===== src/rtl/clock_pkg.sv =====
// Shared types and constants for the clock mode controller.
//   state_t          : 2-bit mode encoding (STOP/RUN/SET_MIN/SET_HR)
//   TICK_DIV_DEFAULT : default clk cycles per seconds tick
package clock_pkg;

  localparam int unsigned TICK_DIV_DEFAULT = 50_000_000;

  typedef enum logic [1:0] {
    ST_STOP    = 2'd0,
    ST_RUN     = 2'd1,
    ST_SET_MIN = 2'd2,
    ST_SET_HR  = 2'd3
  } state_t;

  // True for the two time-setting modes
  function automatic logic is_set_state(input state_t s);
    return (s == ST_SET_MIN) || (s == ST_SET_HR);
  endfunction

endpackage


===== src/rtl/tick_prescaler.sv =====
// Free-running prescaler producing a one-cycle tick every TICK_DIV cycles.
//   clk  : system clock
//   rst  : synchronous active-high reset (counter and tick cleared)
//   tick : registered one-cycle pulse, high the cycle after count == TICK_DIV-1
module tick_prescaler
  import clock_pkg::*;
#(
  parameter int unsigned TICK_DIV = TICK_DIV_DEFAULT
) (
  input  logic clk,
  input  logic rst,
  output logic tick
);

  localparam int unsigned CW = (TICK_DIV > 1) ? $clog2(TICK_DIV) : 1;
  localparam logic [CW-1:0] LAST = CW'(TICK_DIV - 1);

  logic [CW-1:0] cnt;

  // Count 0..TICK_DIV-1 and register the terminal-count compare as tick
  always_ff @(posedge clk) begin
    if (rst) begin
      cnt  <= '0;
      tick <= 1'b0;
    end else begin
      tick <= (cnt == LAST);
      cnt  <= (cnt == LAST) ? '0 : cnt + CW'(1);
    end
  end

endmodule


===== src/rtl/clock_ctrl_fsm.sv =====
// Mode controller for the digital clock: turns button pulses into
// STOP/RUN/SET_MIN/SET_HR modes, strobes and the seconds tick.
//   clk, rst          : clock, synchronous active-high reset
//   start_stop_p      : start/stop button pulse
//   mode_p            : mode button pulse
//   inc_p             : increment button pulse
//   clear_p           : clear-seconds button pulse
//   tick              : one-cycle pulse every TICK_DIV cycles
//   en                : high while in RUN
//   sec_clr           : clear seconds strobe
//   min_inc, hr_inc   : minute / hour increment strobes
//   blink             : display enable for the field being set
//   state             : current mode encoding
module clock_ctrl_fsm
  import clock_pkg::*;
#(
  parameter int unsigned TICK_DIV = TICK_DIV_DEFAULT
) (
  input  logic       clk,
  input  logic       rst,
  input  logic       start_stop_p,
  input  logic       mode_p,
  input  logic       inc_p,
  input  logic       clear_p,
  output logic       tick,
  output logic       en,
  output logic       sec_clr,
  output logic       min_inc,
  output logic       hr_inc,
  output logic       blink,
  output logic [1:0] state
);

  state_t state_q;
  state_t state_n;
  logic   sec_clr_n;
  logic   min_inc_n;
  logic   hr_inc_n;
  logic   blink_n;

  tick_prescaler #(
    .TICK_DIV (TICK_DIV)
  ) u_prescaler (
    .clk  (clk),
    .rst  (rst),
    .tick (tick)
  );

  assign state = state_q;

  // Next state and next registered outputs; only the highest-priority pulse acts
  always_comb begin
    state_n   = state_q;
    sec_clr_n = 1'b0;
    min_inc_n = 1'b0;
    hr_inc_n  = 1'b0;
    blink_n   = 1'b0;

    if (clear_p) begin
      // Time may not be altered while running
      if (state_q != ST_RUN) sec_clr_n = 1'b1;
    end else if (start_stop_p) begin
      state_n = (state_q == ST_RUN) ? ST_STOP : ST_RUN;
    end else if (mode_p) begin
      case (state_q)
        ST_STOP: begin
          state_n   = ST_SET_MIN;
          sec_clr_n = 1'b1;
        end
        ST_SET_MIN: state_n = ST_SET_HR;
        ST_SET_HR:  state_n = ST_STOP;
        default: ;
      endcase
    end else if (inc_p) begin
      case (state_q)
        ST_SET_MIN: min_inc_n = 1'b1;
        ST_SET_HR:  hr_inc_n  = 1'b1;
        default: ;
      endcase
    end

    // Entry into a set mode forces blink on, even over a coincident tick
    if (is_set_state(state_n)) begin
      if (state_n != state_q) blink_n = 1'b1;
      else if (tick)          blink_n = ~blink;
      else                    blink_n = blink;
    end
  end

  // State and output registers
  always_ff @(posedge clk) begin
    if (rst) begin
      state_q <= ST_STOP;
      en      <= 1'b0;
      sec_clr <= 1'b0;
      min_inc <= 1'b0;
      hr_inc  <= 1'b0;
      blink   <= 1'b0;
    end else begin
      state_q <= state_n;
      en      <= (state_n == ST_RUN);
      sec_clr <= sec_clr_n;
      min_inc <= min_inc_n;
      hr_inc  <= hr_inc_n;
      blink   <= blink_n;
    end
  end

endmodule


===== config.mk =====
export PLATFORM = sky130hd
export DESIGN_NAME = clock_ctrl_fsm
export DESIGN_NICKNAME = d
export VERILOG_FILES = /design/src/rtl/clock_pkg.sv /design/src/rtl/tick_prescaler.sv /design/src/rtl/clock_ctrl_fsm.sv
export SDC_FILE = /design/constraint.sdc
export NUM_CORES = 1
export LEC_CHECK = 0
export CAP_MARGIN = 20
export CELL_PAD_IN_SITES_DETAIL_PLACEMENT = 0
export CELL_PAD_IN_SITES_GLOBAL_PLACEMENT = 1
export CORE_AREA = 2 2 77 79
export DETAILED_ROUTE_END_ITERATION = 7
export DIE_AREA = 0 0 79 81
export HOLD_SLACK_MARGIN = 0.02
export PLACE_DENSITY_LB_ADDON = 0.1
export SLEW_MARGIN = 25
export SYNTH_ARGS = -nofsm -noshare
export SYNTH_HDL_FRONTEND = slang
export SYNTH_SLANG_ARGS = --single-unit

===== constraint.sdc =====
create_clock -name clk -period 2 [get_ports clk]
set_input_delay 0.2 -clock clk [delete_from_list [all_inputs] [get_ports clk]]
set_output_delay 0.2 -clock clk [all_outputs]
set_load 0.01 [all_outputs]

Yosys cells after proc, flatten, opt, wreduce, memory -nomap -nowiden

Index checks and enable logic that the tools add are counted.

Bits of input ports: 6
Word-level logic and storage cells: 41
Output and inout port bits: 8
Register bits: 34

Add/sub/neg operators: 1
Reductions and logical operators: 6
Equality and inequality tests: 9
Muxes and demuxes: 14
Bitwise operators: 3

Operators by type and width:

| kind                                          | count |
|---|---|
| adder 26 x 1 -> 26 bit, second input constant | 1 |
| == test 26 bit, second input constant         | 1 |
| two-way mux 1 bit                             | 10 |
| == test 2 bit, second input constant          | 4 |
| two-way mux 2 bit                             | 3 |
| one-hot mux 2 bit (3 select lines)            | 1 |
| OR reduction 5 bit                            | 1 |
| == test 2 x 1 -> 1 bit, second input constant | 2 |
| OR reduction 2 bit                            | 2 |
| NOT 1 bit                                     | 3 |
| zero test 2 bit                               | 1 |
| != test 2 x 1 -> 1 bit, second input constant | 1 |
| != test 2 bit                                 | 1 |
| nonzero test 2 bit                            | 1 |
| logical OR 1 bit                              | 1 |

Logic depth before layout (Yosys ltp)

Depth in word-level cells: 9
Gate-level depth with buffers: 8
Gate-level depth less buffers: 7

By module

Synthesis repeated with hierarchy kept, for this count alone.

Cell total of the unflattened synthesis: 179
Area, all modules: 1,632.8 sq um

Modules (own cells, without submodules):

| module         | sequential area each (sq um) | cells an instance | area each (sq um) | times used |
|---|---|---|---|---|
| tick_prescaler | 540.5                        | 141               | 1,256.2           | 1 |
| clock_ctrl_fsm | 140.1                        | 38                | 376.6             | 1 |

Worst setup path before layout

No wires, ideal clock.

Path kind: flip-flop to flip-flop
From: reg state_q[0] (netlist: state[0])
To: reg en
Arrival: 1.636 ns
Slack: 0.249 ns
Required time: 1.885 ns
Period minus slack after synthesis: 1.751 ns
Buffers on the path: 0
Library setup time: 0.115 ns
Cell stages (with the launch flop): 7
Path through: dfxtp_1 > inv_1 > ha_1 > or3b_2 > a21oi_1 > nor3_1 > and2_1

Word-level cells in the longest chain between the ends: 6
Elaborated cells on any way between the ends: 10
Classes of those cells: eq/ne (4); mux (5); reduce/logical (1)

RTL lines:

| item                                             | RTL line              | text |
|---|---|---|
| start, declared                                  | clock_ctrl_fsm.sv:34  | `state_t state_q;` |
| start signal, assigned                           | clock_ctrl_fsm.sv:100 | `state_q <= state_n;` |
| == test 2 bit or zero test 2 bit (tied branches) | clock_ctrl_fsm.sv:65  | `case (state_q)` |
| one-hot mux 2 bit (3 select lines)               | clock_ctrl_fsm.sv:65  |  |
| two-way mux 2 bit                                | clock_ctrl_fsm.sv:64  | `end else if (mode_p) begin` |
| two-way mux 2 bit                                | clock_ctrl_fsm.sv:62  | `end else if (start_stop_p) begin` |
| two-way mux 2 bit (*)                            | clock_ctrl_fsm.sv:59  | `if (clear_p) begin` |
| == test 2 x 1 -> 1 bit (*)                       | clock_ctrl_fsm.sv:101 | `en <= (state_n == ST_RUN);` |
| end signal, assigned                             | clock_ctrl_fsm.sv:101 |  |
| end, declared                                    | clock_ctrl_fsm.sv:26  | `output logic en,` |

Every way passes the cells marked *; elsewhere a longest branch is shown, timed or not.
A chain may end at the register's enable or synchronous reset.

Final worst setup path

Same ends and word-level chain as after synthesis.

==> flow_summary.json <==
{
  "grt_max_degree": 24,
  "hold_viol_final": 0,
  "grt_pass1_wl_um": 5460,
  "netlist_instances": 175,
  "slew_viol_final": 0,
  "crit_path_start_kind": "register",
  "drv_cap": 0,
  "reg2reg_slack_ns": 0.09,
  "io_pins": 14,
  "cts_made_buffers": 5,
  "critPathKind": "register to register",
  "min-delay-path-class": "register to register",
  "synth_top_cell_by_area": "dfxtp_1",
  "core_area_mm2": 0.00568,
  "drive_gt1_share_pct": 7.77,
  "synth_top_area_share_pct": 43.4,
  "reg2reg_from": "state[0]",
  "crit_path_cell_trace": "inv_1 -> ha_1 -> or3b_2 -> a21oi_1 -> nor3_1 -> and2_1",
  "synth_area_mm2": 0.00157,
  "yosysMostFrequentCell": "nor2_1",
  "p_per_area_mw_per_mm2": 673,
  "dpl.hpwl_um": 2300,
  "min_period_ns": 1.91,
  "port-buffer-count": 13,
  "peakVddDrop_uv": 223,
  "cp.arrival_ns": 2.08,
  "clk_pin_slew_ns": 0.06,
  "yosysUniqueCellTypes": 33,
  "drt-pass1-iter-count": 4,
  "stdcell_count": 268,
  "htreeDepth": 2,
  "p_sw_share_pct": 22.2,
  "totalWireLength_um": 3090,
  "grt_usage_pct": 11.4,
  "p_seq_share_pct": 56.0,
  "cts.repair.resized": 0,
  "whs_ns": 0.447,
  "slowest_delay_ns": 0.50,
  "fin_nets": 204,
  "crit_buf_inv": 1,
  "clockBufferDepth": 2,
  "synth-edff-count": 0,
  "ys_top_cells_by_area": "dfxtp_1 43%, nor2_1 9.6%, xor2_1 7.8%",
  "place_congestion": 0.752,
  "reg2reg_to": "en",
  "insertion_delay_ns": 0.28,
  "synthTopCellsByCount": "40 x nor2_1, 34 x dfxtp_1, 14 x xor2_1, 11 x nand3_1, 11 x xnor2_1",
  "die-area_mm2": 0.00640,
  "ant_nets": 0,
  "cts_hold_buffers": 0,
  "p_leak_nw": 0.674,
  "min_to": "u_prescaler.cnt[0]",
  "hp-start": "u_prescaler.cnt[0]",
  "finalCritPeriodShare_pct": 95.3,
  "status": "completed",
  "setup_viol": 0,
  "critPathRequiredTime_ns": 2.17,
  "start_util_pct": 27.6,
  "fmax_mhz": 525,
  "overflow": 0,
  "wl_per_cell_um": 11.5,
  "die_w_um": 79,
  "die_h_um": 81,
  "dp.cells": 261,
  "diodes": 0,
  "crit_path_max_fanout": 9,
  "grt_pass1_vias": 1192,
  "place_ws_ns": 0.124,
  "antenna_found_initial": 0,
  "setup_slack_ns": 0.0941,
  "endpoint_kind": "register",
  "r2r_cells": 6,
  "syn_nets": 186,
  "synthArstFlopShare_pct": 0,
  "min_path_cells": 1,
  "rows": 28,
  "tns_ns": 0,
  "cts_tree": "yes",
  "skew_ns": 0.00460,
  "post-cts-setup-buffers": 0,
  "synth_ff_type": "dfxtp_1",
  "rsz0062_at_grt": "false",
  "syn_to_final_growth_pct": 18.5,
  "clock_power_share_pct": 36.9,
  "syn_area_per_cell_um2": 8.96,
  "ys_warn_count": 0,
  "viasPerCell": 4.42,
  "max_slew.worst_pin.slew_ns": 0.505,
  "yosys_register_bits": 34,
  "power_frac_comb_pct": 7.1,
  "p_sw_mw": 0.277,
  "p_int_mw": 0.974,
  "drt_iter0_drc": 38,
  "cp_slowest_cell": "dfxtp_1",
  "slew_headroom_pct": 66.2,
  "dr_total_vias": 1184,
  "drc": 0,
  "synth-seq-area-share_pct": 43.4,
  "root_buffer": "clkbuf_8",
  "cp_top_family": "simple AND/OR/NAND/NOR gates",
  "numClockSinks": 34
}
## per-stage QoR
stage / power, mW / utilization, % / cell area [um^2]
3_5_place_dp: 0.805 / 31.4 / 1780
3_3_place_gp: 0.804 / 31.4 / 1780
5_1_grt: 1.32 / 32.7 / 1860
4_1_cts: 1.28 / 32.7 / 1860
2_1_floorplan: 0.769 / - / 1570
6_report: 1.25 / 32.7 / 1860
## how the worst max path moves through the flow
| stage | startpoint | end | slack, ns | cells after the start |
|---|---|---|---|---|
| after floorplan | state[0] | en | 0.25 | 6 |
| after global placement | state[0] | en | 0.13 | 6 |
| after detailed placement | state[0] | en | 0.12 | 6 |
| after CTS | state[0] | en | 0.12 | 6 |
| after global routing | state[0] | en | 0.003 | 6 |
| final | state[0] | en | 0.09 | 6 |
## per-layer routing
metal / share of wire, % / GRT usage, % / vias up
li1: - / - / 618
met1: 51 / 14.3 / 536
met5: 0 / 0 / -
met4: 2.4 / 6.21 / 0
met2: 43 / 17.7 / 22
met3: 4.0 / 3.00 / 8
## kinds of logic (layout without fill, tap and decap cells)
family,after synthesis,count (layout),share of synthesized area (%)
and+or+nand+nor,90,90,30.1
DFF,34,34,43.4
xor gates and xnor gates,25,25,14.0
buffers and inverters,12,30,4.79
AOI/OAI and AO/OA,8,8,3.11
adders and majority gates,5,5,3.99
muxes,1,1,0.638
## worst register-to-register path: cells and delay by family, from the launching register on
family / cells / cell delay (ns)
buffers and inverters: 1 / 0.11
AOI/OAI and AO/OA: 1 / 0.20
adders and majority gates: 1 / 0.33
DFF: 1 / 0.50
and+or+nand+nor: 3 / 0.66
## cells in the final DEF (no fill, tap or decap), drive strengths merged, types with 4 or more instances in the layout
| master | n |
|---|---|
| and3 | 4 |
| and4 | 4 |
| xnor2 | 11 |
| nand2 | 7 |
| xor2 | 14 |
| nor2 | 40 |
| buf | 4 |
| a21oi | 4 |
| nand3 | 11 |
| nand4 | 6 |
| dfxtp | 34 |
| clkdlybuf4s50 | 13 |
| inv | 6 |
| ha | 5 |
| clkbuf | 7 |
| nor3 | 6 |
## power groups by stage
stage / Combinational, mW / Clock [mW] / Sequential [mW]
after floorplan: 0.0527 / 0 / 0.716
after global placement: 0.0891 / 0 / 0.715
after detailed placement: 0.0891 / 0 / 0.716
after CTS: 0.0897 / 0.487 / 0.701
after global routing: 0.102 / 0.520 / 0.702
final: 0.0890 / 0.461 / 0.701
## layout make-up
type	count	area [um^2]
sequential	34	681
timing repair buffer	17	173
fill	604	3820
clock buffer	7	76.3
multi-input combinational	129	812
tap	75	93.8
inverter	6	22.5
## registers in the layout (all words and copies together) (netlist names)
| signal | cells |
|---|---|
| hr_inc | 1 |
| u_prescaler.tick | 1 |
| sec_clr | 1 |
| state | 2 |
| min_inc | 1 |
| u_prescaler.cnt | 26 |
| en | 1 |
| blink | 1 |
Power figures use the tool's default switching activity.
